<file path="config.mk">
export PLATFORM = sky130hd
export DESIGN_NAME = dac_spi_tx
export DESIGN_NICKNAME = d
export VERILOG_FILES = /design/src/rtl/dac_spi_tx.sv
export SDC_FILE = /design/constraint.sdc
export NUM_CORES = 1
export LEC_CHECK = 0
export ABC_AREA = 1
export CELL_PAD_IN_SITES_DETAIL_PLACEMENT = 0
export CELL_PAD_IN_SITES_GLOBAL_PLACEMENT = 2
export CORE_ASPECT_RATIO = 0.8
export CORE_MARGIN = 2
export CORE_UTILIZATION = 34
export DETAILED_ROUTE_END_ITERATION = 10
export GPL_TIMING_DRIVEN = 0
export PLACE_DENSITY = 0.82
export SETUP_SLACK_MARGIN = 0.5
export SLEW_MARGIN = 40
export SYNTH_ARGS = -nofsm -noshare
export SYNTH_HDL_FRONTEND = slang
export SYNTH_SLANG_ARGS = --single-unit
export TNS_END_PERCENT = 30
</file>
<file path="constraint.sdc">
create_clock -name i_clk -period 4.1 [get_ports i_clk]
set_clock_uncertainty 0.05 [all_clocks]
set_input_delay 0.615 -clock i_clk [delete_from_list [all_inputs] [get_ports i_clk]]
set_output_delay 0.615 -clock i_clk [all_outputs]
set_load 0.02 [all_outputs]
</file>
<file path="src/rtl/dac_spi_tx.sv">
// -----------------------------------------------------------------------------
// dac_spi_tx
//
// Serialises 16-bit unsigned samples to an external SPI DAC (mode 0, MSB
// first) as 24-bit frames: the DAC_CMD byte followed by the 16 sample bits.
// A one-entry holding register accepts the next sample while the current
// frame is shifting, so frames can run back to back.
//
// Ports:
//   i_clk       synth clock; all logic on the rising edge
//   i_rst       synchronous active-high reset
//   i_data      unsigned sample
//   i_valid     i_data valid this cycle
//   o_ready     holding register empty; sample taken on i_valid && o_ready
//   o_dac_cs_n  DAC chip select, active low
//   o_dac_sclk  DAC serial clock, idles low
//   o_dac_mosi  DAC serial data, MSB first
//   o_busy      high from CS_N falling until the inter-frame gap expires
//   o_underrun  one-cycle pulse when a gap ends with no sample held
// -----------------------------------------------------------------------------
module dac_spi_tx #(
   parameter int unsigned CLK_DIV = 2,      // i_clk cycles per SCLK half-period
   parameter int unsigned CS_GAP  = 2,      // i_clk cycles CS_N stays high
   parameter logic [7:0]  DAC_CMD = 8'h30   // frame bits [23:16]
) (
   input  logic        i_clk,
   input  logic        i_rst,
   input  logic [15:0] i_data,
   input  logic        i_valid,
   output logic        o_ready,
   output logic        o_dac_cs_n,
   output logic        o_dac_sclk,
   output logic        o_dac_mosi,
   output logic        o_busy,
   output logic        o_underrun
);

   typedef enum logic [1:0] {
      IDLE,
      SHIFT,
      GAP
   } state_e;

   localparam logic [7:0] DIV_LAST = 8'(CLK_DIV - 1);
   localparam logic [7:0] GAP_LAST = 8'(CS_GAP - 1);
   localparam logic [4:0] LAST_BIT = 5'd23;

   state_e      state_q, state_d;
   logic [15:0] hold_q, hold_d;
   logic        hold_full_q, hold_full_d;
   logic [23:0] shift_q, shift_d;
   logic [7:0]  cnt_q, cnt_d;        // SCLK half-period or gap counter
   logic [4:0]  bit_q, bit_d;        // rising SCLK edges completed, 0..23
   logic        sclk_q, sclk_d;
   logic        cs_n_q, cs_n_d;
   logic        mosi_q, mosi_d;
   logic        busy_q, busy_d;
   logic        underrun_q, underrun_d;
   logic        accept;

   assign accept = i_valid && !hold_full_q;

   always_comb begin
      // NOTE: every next-state signal takes its hold value before the case
      // statement so no path leaves one unassigned, which would infer latches.
      state_d     = state_q;
      hold_d      = hold_q;
      hold_full_d = hold_full_q;
      shift_d     = shift_q;
      cnt_d       = cnt_q;
      bit_d       = bit_q;
      sclk_d      = sclk_q;
      cs_n_d      = cs_n_q;
      mosi_d      = mosi_q;
      busy_d      = busy_q;
      underrun_d  = 1'b0;

      case (state_q)
         IDLE: begin
            if (hold_full_q) begin
               shift_d     = {DAC_CMD, hold_q};
               hold_full_d = 1'b0;
               cs_n_d      = 1'b0;
               mosi_d      = DAC_CMD[7];
               sclk_d      = 1'b0;
               busy_d      = 1'b1;
               cnt_d       = '0;
               bit_d       = '0;
               state_d     = SHIFT;
            end
         end

         SHIFT: begin
            if (cnt_q == DIV_LAST) begin
               cnt_d = '0;
               if (!sclk_q) begin
                  sclk_d = 1'b1;
               end else begin
                  // Falling edge: either present the next bit or, after the
                  // 24th rising edge, close the frame with SCLK already low.
                  sclk_d = 1'b0;
                  if (bit_q == LAST_BIT) begin
                     cs_n_d  = 1'b1;
                     mosi_d  = 1'b0;
                     state_d = GAP;
                  end else begin
                     shift_d = {shift_q[22:0], 1'b0};
                     mosi_d  = shift_q[22];
                     bit_d   = bit_q + 5'd1;
                  end
               end
            end else begin
               cnt_d = cnt_q + 8'd1;
            end
         end

         GAP: begin
            if (cnt_q == GAP_LAST) begin
               cnt_d      = '0;
               busy_d     = 1'b0;
               underrun_d = !hold_full_q;
               state_d    = IDLE;
            end else begin
               cnt_d = cnt_q + 8'd1;
            end
         end

         default: state_d = IDLE;
      endcase

      // Accept and hand-off are mutually exclusive: hand-off needs the
      // register full, accept needs it empty.
      if (accept) begin
         hold_d      = i_data;
         hold_full_d = 1'b1;
      end
   end

   always_ff @(posedge i_clk) begin
      // NOTE: state registers use non-blocking assignments so every flop
      // samples the pre-edge value, independent of statement order.
      if (i_rst) begin
         state_q     <= IDLE;
         hold_q      <= '0;
         hold_full_q <= 1'b0;
         shift_q     <= '0;
         cnt_q       <= '0;
         bit_q       <= '0;
         sclk_q      <= 1'b0;
         cs_n_q      <= 1'b1;
         mosi_q      <= 1'b0;
         busy_q      <= 1'b0;
         underrun_q  <= 1'b0;
      end else begin
         state_q     <= state_d;
         hold_q      <= hold_d;
         hold_full_q <= hold_full_d;
         shift_q     <= shift_d;
         cnt_q       <= cnt_d;
         bit_q       <= bit_d;
         sclk_q      <= sclk_d;
         cs_n_q      <= cs_n_d;
         mosi_q      <= mosi_d;
         busy_q      <= busy_d;
         underrun_q  <= underrun_d;
      end
   end

   // Ready comes straight from the flop, so it cannot rise in the same
   // cycle the held sample moves into the shifter.
   assign o_ready    = !hold_full_q;
   assign o_dac_cs_n = cs_n_q;
   assign o_dac_sclk = sclk_q;
   assign o_dac_mosi = mosi_q;
   assign o_busy     = busy_q;
   assign o_underrun = underrun_q;

endmodule

</file>
==> results of run 1 <==
## registers in the layout, summed over array words and instances, names as in the netlist
signal	count
bit_q	5
cnt_q	8
hold_full_q	1
hold_q	16
o_busy	1
o_dac_cs_n	1
o_dac_mosi	1
o_dac_sclk	1
o_underrun	1
shift_q	23
state_q	2
## path summary, 6_finish.rpt
check | from | to | slack [ps] | cells after the start
hold reg to reg | shift_q[17] | shift_q[17] | 410 | 2
setup reg to reg | state_q[0] | o_dac_cs_n | 2260 | 9
hold / removal | shift_q[17] | shift_q[17] | 410 | 2
setup / recovery | hold_full_q | o_ready | 2050 | 2
## cell families (layout without fill, tap and decap cells)
logic type                 after synthesis  after routing  share of synthesized area, %
DFF                                     60             60                          43.1
buffers and inverters                   67            107                          10.4
adders and majority gates                6              6                          2.69
and+or+nand+nor                        217            217                          31.2
AOI/OAI and AO/OA                       67             67                          12.4
xor gates and xnor gates                 1              1                         0.314
## metal layers
layer	GRT usage [%]	routed length [µm]	share of wire, %
met1	23.6	3830	55
met2	24.3	2800	40
met3	4.53	245	3.5
met4	6.18	73	1.1
met5	0	0	0
## critical path, cell delays in order, from the launching register on
cell             delay, ps
dfxtp_1                350
inv_2                   90
clkdlybuf4s50_1        600
## cells in the final DEF (no fill, tap or decap), types with 3 or more instances in the layout
cell	n
a21oi_1	24
buf_2	6
buf_6	4
clkbuf_1	9
clkbuf_8	10
clkdlybuf4s50_1	24
dfxtp_1	60
ha_1	6
inv_1	45
inv_2	3
nand2_1	103
nand3_1	7
nand4_1	9
nor2_1	87
nor3_1	7
o21ai_0	39
## power groups by stage
stage | sequential, mW | combinational (mW) | clock [mW]
6_report | 0.731 | 0.814 | 0.596
4_1_cts | 0.732 | 0.819 | 0.620
3_5_place_dp | 0.745 | 0.814 | 0
3_3_place_gp | 0.742 | 0.816 | 0
2_1_floorplan | 0.749 | 0.588 | 0
5_1_grt | 0.742 | 0.940 | 0.642
## per-stage QoR
| step | hold slack [ps] | total power [mW] | instances | worst slack, ps | utilization, % |
|---|---|---|---|---|---|
| 2_1_floorplan | 374 | 1.34 | 418 | 2500 | - |
| 3_3_place_gp | 399 | 1.56 | 550 | 1820 | 39.8 |
| 3_5_place_dp | 401 | 1.56 | 550 | 1800 | 39.8 |
| 4_1_cts | 413 | 2.17 | 566 | 2020 | 42.6 |
| 5_1_grt | 434 | 2.32 | 566 | 1980 | 42.6 |
| 6_report | 409 | 2.14 | 566 | 2050 | 42.6 |
## layout make-up
class / count / area share, %
Timing Repair Buffer: 24 / 7.10
Buffer: 19 / 3.22
Sequential cell: 60 / 35.5
Clock buffer: 12 / 4.29
Multi-Input combinational cell: 291 / 38.4
Clock inverter: 4 / 2.15
Inverter: 48 / 5.33
Tap cell: 108 / 4.00
==> results.json, run 1 <==
{
  "status": "finished clean",
  "yosysTopAreaCellShare_pct": 43.1,
  "routed_via_density": 4.46,
  "fillCellCount": 862,
  "max_freq_mhz": 487,
  "synthFlopType": "dfxtp_1",
  "power.leakage_nw": 1.49,
  "post_cts_buffers": 0,
  "grt_usage_pct": 16.7,
  "clk_pin_slew_ps": 70,
  "die_w_um": 105,
  "cts.sinks": 60,
  "drt-total-wl_mm": 6.94,
  "syn_area_mm2": 0.00279,
  "antenna_found_initial": 0,
  "finalHoldViolCount": 0,
  "cts_max_level": 3,
  "grt_pass1_wl_mm": 11.7,
  "power_frac_seq_pct": 34.1,
  "post-route-period-util_pct": 50.1,
  "internal_power_mw": 1.33,
  "path_class": "flop to output port",
  "path_max_fanout": 4,
  "min_period_ps": 2050,
  "coreArea_mm2": 0.00795,
  "tightest_slew_ps": 600,
  "hpwl_mm": 5.01,
  "drt-initial-drc-count": 115,
  "gp_congestion": 0.746,
  "synthArstFlopShare_pct": 0,
  "initial_core_util_pct": 35.1,
  "final_area_mm2": 0.00338,
  "area_growth_pct": 21.3,
  "ys_seq_area_share_pct": 43.1,
  "hp-class": "flop to flop",
  "ant_nets": 0,
  "swShare_pct": 38.0,
  "yosys.cell_count.top_type": "nand2_1",
  "io_pins": 25,
  "synth.top_cells.by_count": "nand2_1, nor2_1, dfxtp_1, inv_1, o21ai_0",
  "first_pass_iters": 4,
  "cp-end-kind": "output port",
  "hold_buffers": 0,
  "wire_per_inst_um": 12.3,
  "setup_viol": 0,
  "synth_area_leader_cell": "dfxtp_1",
  "grt_overflow": 0,
  "power.switching_mw": 0.813,
  "p_comb_share_pct": 38.0,
  "drv_slew": 0,
  "cts_buffers": 9,
  "synth-edff-count": 0,
  "maxCapViolCount": 0,
  "clk_latency_ps": 340,
  "diodes": 0,
  "syn_area_per_cell_um2": 6.67,
  "die-area_mm2": 0.00895,
  "ir_drop_v": 0.000242,
  "io_buffers": 24,
  "ys_ff_latch": 60,
  "cts_root_buf": "clkbuf_8",
  "seqCellArea_mm2": 0.00120,
  "max_slew_margin_pct": 60.0,
  "max-clock-path-buffers": 2,
  "synth_fp_nets": 443,
  "crit_arrival_ps": 1390,
  "layout-drive-gt1-share_pct": 6.99,
  "grt_start_max_net_pins": 11,
  "finalSetupTns_ps": 0,
  "fp.dieH_um": 85.0,
  "cts_resized": 0,
  "rsz0062_at_grt": "false",
  "drc": 0,
  "fin_nets": 478,
  "synth.distinct_cells": 22,
  "pwr-share-clk_pct": 27.8,
  "cp.required_ps": 3430,
  "cts_tree": "built",
  "num_vias": 2524,
  "start_kind": "flop",
  "synth_top_cells_by_area": "dfxtp_1, nand2_1, nor2_1",
  "dpl_cell_area_mm2": 0.00316,
  "netlist_instances": 418,
  "rows": 29,
  "p_per_area_mw_per_mm2": 633,
  "grt_pass1_vias": 2427,
  "multiInputGateArea_mm2": 0.00130,
  "yosys_warnings": 0
}
Note: power is estimated with default switching activity, not from simulation.
==> run 2, diff against run 1 <==
- CORE_UTILIZATION: 34 -> 28
- PLACE_DENSITY: 0.82 -> 0.72
- clock period: 4.1 -> 1.66 ns (I/O delays scaled with it)
==> run 2 against run 1 <==
Core utilization is 1.3 points higher. Critical path depth is 8 higher. Sequential cell count unchanged. First-iteration DRC count down 34%. Non-clock buffer count increased by 26. Global-route usage fell by 0.65 points. Total power grew to 3.5 times the previous value. Combinational power grew to 4.5 times the previous value. Hold slack about the same. Design area increased by 25%. Worst setup slack lost 2000 ps. Highest routed layer unchanged.
==> results.json, run 2 (synthesis gave the netlist of run 1 again) <==
{
  "status": "finished clean",
  "cp.required_ps": 1800,
  "finalHoldViolCount": 0,
  "max-clock-path-buffers": 2,
  "crit_arrival_ps": 1780,
  "min_to": "o_busy",
  "clk_pin_slew_ps": 50,
  "path_class": "flop to flop",
  "grt_pass1_wl_mm": 13.1,
  "max_slew_margin_pct": 57.4,
  "max_freq_mhz": 611,
  "grt_overflow": 0,
  "start_kind": "flop",
  "post-route-period-util_pct": 98.6,
  "drv_slew": 0,
  "rows": 32,
  "rr_endpoint": "o_dac_cs_n",
  "min_period_ps": 1640,
  "fin_util_pct": 43.9,
  "fin_nets": 504,
  "grt_pass1_vias": 2631,
  "final_area_mm2": 0.00423,
  "gp_congestion": 0.723,
  "grt_use_met1_pct": 22.3,
  "area_growth_pct": 51.7,
  "initial_core_util_pct": 28.9,
  "cp-end-kind": "flop",
  "power.leakage_nw": 1.82,
  "die_w_um": 116,
  "final_common_cell": "nand2_1",
  "fp.dieH_um": 93.3,
  "met3_usage_pct": 4.15,
  "routed_via_density": 4.34,
  "cts_root_buf": "clkbuf_16",
  "first_pass_iters": 4,
  "die-area_mm2": 0.0108,
  "busiest_layer": "met2",
  "hpwl_mm": 5.28,
  "io_buffers": 24,
  "top_regs": "shift_q: 23 flops, hold_q: 16 flops, cnt_q: 8 flops",
  "rr_worst_depth": 10,
  "pre_cts_ws_ps": -238,
  "hold_buffers": 0,
  "grt_use_met2_pct": 24.0,
  "p_per_area_mw_per_mm2": 1760,
  "coreArea_mm2": 0.00965,
  "setup_viol": 0,
  "maxCapViolCount": 0,
  "wire_per_inst_um": 12.9,
  "r2r_slack_ps": 20,
  "cts_max_level": 3,
  "dpl_cell_area_mm2": 0.00329,
  "layout.cells.non_filler": 619,
  "power_mw": 7.46,
  "cts_buffers": 9,
  "top_register": "shift_q",
  "antenna_found_initial": 0,
  "dp_cells": 578,
  "grt_start_max_net_pins": 11,
  "ant_nets": 0,
  "clk_latency_ps": 330,
  "fillCellCount": 995,
  "diodes": 0,
  "holdPathStages": 2,
  "tightest_slew_ps": 639,
  "drc": 0,
  "num_vias": 2689,
  "min_from": "o_busy",
  "io_pins": 25,
  "cts_tree": "built",
  "finalSetupTns_ps": 0,
  "largest_reg_flops": 23,
  "reg2reg_from": "state_q[0]",
  "layout_common_cells": "nand2_1, nor2_1, dfxtp_1",
  "hold_slack_ps": 409,
  "drt-initial-drc-count": 76,
  "grt_usage_pct": 16.0,
  "fin_ws_ps": 22.4,
  "drt-total-wl_mm": 7.97,
  "ir_drop_v": 0.000621,
  "cts.sinks": 60,
  "hp-class": "flop to flop",
  "path_max_fanout": 10,
  "layout-drive-gt1-share_pct": 29.6,
  "rsz0062_at_grt": "true"
}
run 2: power breakdown:
group	switching, mW	internal (mW)	leakage [nW]
logic	1.91	1.78	1.17
registers	0.140	1.71	0.497
clock network	0.648	1.28	0.149
run 2: what timing repair did:
item	CTS	global route
setup endpoints to repair	66	65
setup buffers	17	4
pin swaps	8	23
gates cloned	3	2
resized for setup	49	81
run 2: final cells by class:
| class | instances | area, µm² | area share [%] |
|---|---|---|---|
| Sequential cell | 60 | 1220 | 28.9 |
| Buffer | 19 | 175 | 4.14 |
| Multi-Input combinational cell | 291 | 1630 | 38.5 |
| Timing Repair Buffer | 50 | 544 | 12.9 |
| Inverter | 48 | 188 | 4.44 |
| Tap cell | 136 | 170 | 4.02 |
| Clock buffer | 14 | 274 | 6.48 |
| Clock inverter | 1 | 30.0 | 0.710 |
run 2: worst max path at each step:
| stage | endpoint | start |
|---|---|---|
| finish | o_dac_cs_n | state_q[0] |
| global route | o_dac_cs_n | state_q[0] |
| CTS | o_dac_cs_n | state_q[0] |
| detailed placement | hold_q[14] | i_rst |
| global placement | hold_q[14] | i_rst |
| floorplan | bit_q[0] | state_q[1] |
run 2: critical path: stages, from the launching register on:
cell and delay [ps]:
dfxtp_4 380, inv_4 40, ha_4 170, nand2_4 80
inv_4 40, a21oi_4 170, buf_4 150, buf_6 130
nand2_1 80, o21ai_1 120, nand3_1 80
run 2: metal layers:
metal  up-vias  share of wire [%]
met5         -                  0
li1       1437                  -
met1      1208                 53
met2        36                 42
met4         0                1.5
met3         8                3.4
==> run 3, diff against run 2 <==
- CORE_ASPECT_RATIO: 0.8 -> 1.4
==> run 3 against run 2 <==
Design area is 0.74% lower. Worst setup slack better by 43 ps. Critical path depth stayed put. Via count is 1.2% higher. Global-route usage is 0.24 points higher. Sequential cell count stayed put. Final cell count is 1.6% lower. Clock power is 6% higher. Hold slack worse by 160 ps. Critical endpoint is now shift_q[13].
==> results.json, run 3 (synthesis gave the netlist of run 1 again) <==
{
  "status": "finished clean",
  "cts_root_buf": "clkbuf_16",
  "area_growth_pct": 50.6,
  "drt-initial-drc-count": 59,
  "dp_cells": 577,
  "io_pins": 25,
  "initial_core_util_pct": 28.5,
  "final_area_mm2": 0.00420,
  "crit_arrival_ps": 1780,
  "grt_start_max_net_pins": 11,
  "cp-end-kind": "flop",
  "cp.required_ps": 1840,
  "fin_nets": 494,
  "rsz0062_at_grt": "true",
  "top_regs": "shift_q: 23 flops, hold_q: 16 flops, cnt_q: 8 flops",
  "start_kind": "flop",
  "grt_usage_pct": 16.3,
  "finalSetupTns_ps": 0,
  "final_common_cell": "nand2_1",
  "max_freq_mhz": 627,
  "tightest_slew_ps": 729,
  "first_pass_iters": 4,
  "power.leakage_nw": 1.77,
  "drc": 0,
  "coreArea_mm2": 0.00979,
  "antenna_found_initial": 0,
  "num_vias": 2720,
  "diodes": 0,
  "ant_nets": 0,
  "wire_per_inst_um": 13.3,
  "layout_common_cells": "nand2_1, nor2_1, dfxtp_1",
  "cts_buffers": 9,
  "io_buffers": 24,
  "path_class": "flop to flop",
  "hold_slack_ps": 251,
  "maxCapViolCount": 0,
  "min_period_ps": 1590,
  "path_max_fanout": 10,
  "grt_overflow": 0,
  "routed_via_density": 4.47,
  "gp_congestion": 0.735,
  "max-clock-path-buffers": 2,
  "layout-drive-gt1-share_pct": 32.1,
  "drv_slew": 0,
  "fin_util_pct": 42.9,
  "hpwl_mm": 5.31,
  "largest_reg_flops": 23,
  "fp.dieH_um": 122,
  "grt_pass1_vias": 2567,
  "hp-class": "primary input to flop",
  "ir_drop_v": 0.000710,
  "die_w_um": 88.4,
  "grt_pass1_wl_mm": 13.0,
  "clk_pin_slew_ps": 50,
  "top_register": "shift_q",
  "cts_tree": "built",
  "cts.sinks": 60,
  "die-area_mm2": 0.0108,
  "clk_latency_ps": 330,
  "post-route-period-util_pct": 96.0,
  "p_per_area_mw_per_mm2": 1740,
  "max_slew_margin_pct": 51.4,
  "layout.cells.non_filler": 609,
  "rows": 43,
  "drt-total-wl_mm": 8.13,
  "setup_viol": 0,
  "finalHoldViolCount": 0,
  "dpl_cell_area_mm2": 0.00329,
  "cts_max_level": 3
}
-- run 3: cell count changes in the layout (fill, tap and decap cells not counted), moves of 3 or more --
cell / delta
a21oi_2: +8
nand2_1: -3
nor2_1: -5
dfxtp_2: +4
nor2_2: +3
a21oi_1: -6
nand2_4: +4
clkinv_2: +3
buf_4: -5
-- run 3: layout make-up --
| class | count | area, µm² |
|---|---|---|
| Buffer | 19 | 184 |
| Inverter | 48 | 190 |
| Clock inverter | 5 | 75.1 |
| Fill cell | 1052 | 5590 |
| Tap cell | 135 | 169 |
| Sequential cell | 60 | 1220 |
| Timing Repair Buffer | 40 | 434 |
| Clock buffer | 11 | 243 |
| Multi-Input combinational cell | 291 | 1690 |
-- run 3: path summary, 6_finish.rpt --
check             start          end  slack [ps]  cells after the start
min reg2reg      o_busy       o_busy         410                      2
max          state_q[0]  shift_q[13]          70                     10
max reg2reg  state_q[0]  shift_q[13]          70                     10
min               i_rst  shift_q[17]         250                      2
-- run 3: critical path, cell delays in order (launching register included) --
cell and delay, ps:
dfxtp_4 370, inv_4 40, ha_4 170, nand2_4 70, inv_4 40, a21oi_4 160, nand3_4 130, buf_12 170
buf_8 150, nor2_1 90, nor2_1 50
-- run 3: report_power, final --
group	switching, mW	internal (mW)	total [mW]
sequential	0.146	1.71	1.86
combinational	1.85	1.56	3.41
clock	0.680	1.35	2.03
-- run 3: repair_timing --
| item | in CTS | in global routing |
|---|---|---|
| hold buffers | 0 | 0 |
| pin swaps | 10 | 34 |
| setup endpoints to repair | 66 | 64 |
| gates resized for setup | 48 | 115 |
| gates cloned | 3 | 0 |
| buffers inserted | 12 | 1 |
-- run 3: per-layer routing --
metal / share of wire, % / wire [µm] / GRT usage [%]
met2: 52 / 4250 / 26.8
met4: 2.6 / 214 / 9.09
met3: 2.5 / 200 / 2.24
met5: 0 / 0 / 0
met1: 43 / 3460 / 20.1
-- run 3: stage by stage --
stage / power [mW] / setup WS, ps
6_report: 7.30 / 65.7
5_1_grt: 7.78 / -7.27
4_1_cts: 6.87 / 57.1
3_5_place_dp: 4.03 / -219
3_3_place_gp: 4.03 / -235
2_1_floorplan: 3.44 / 227
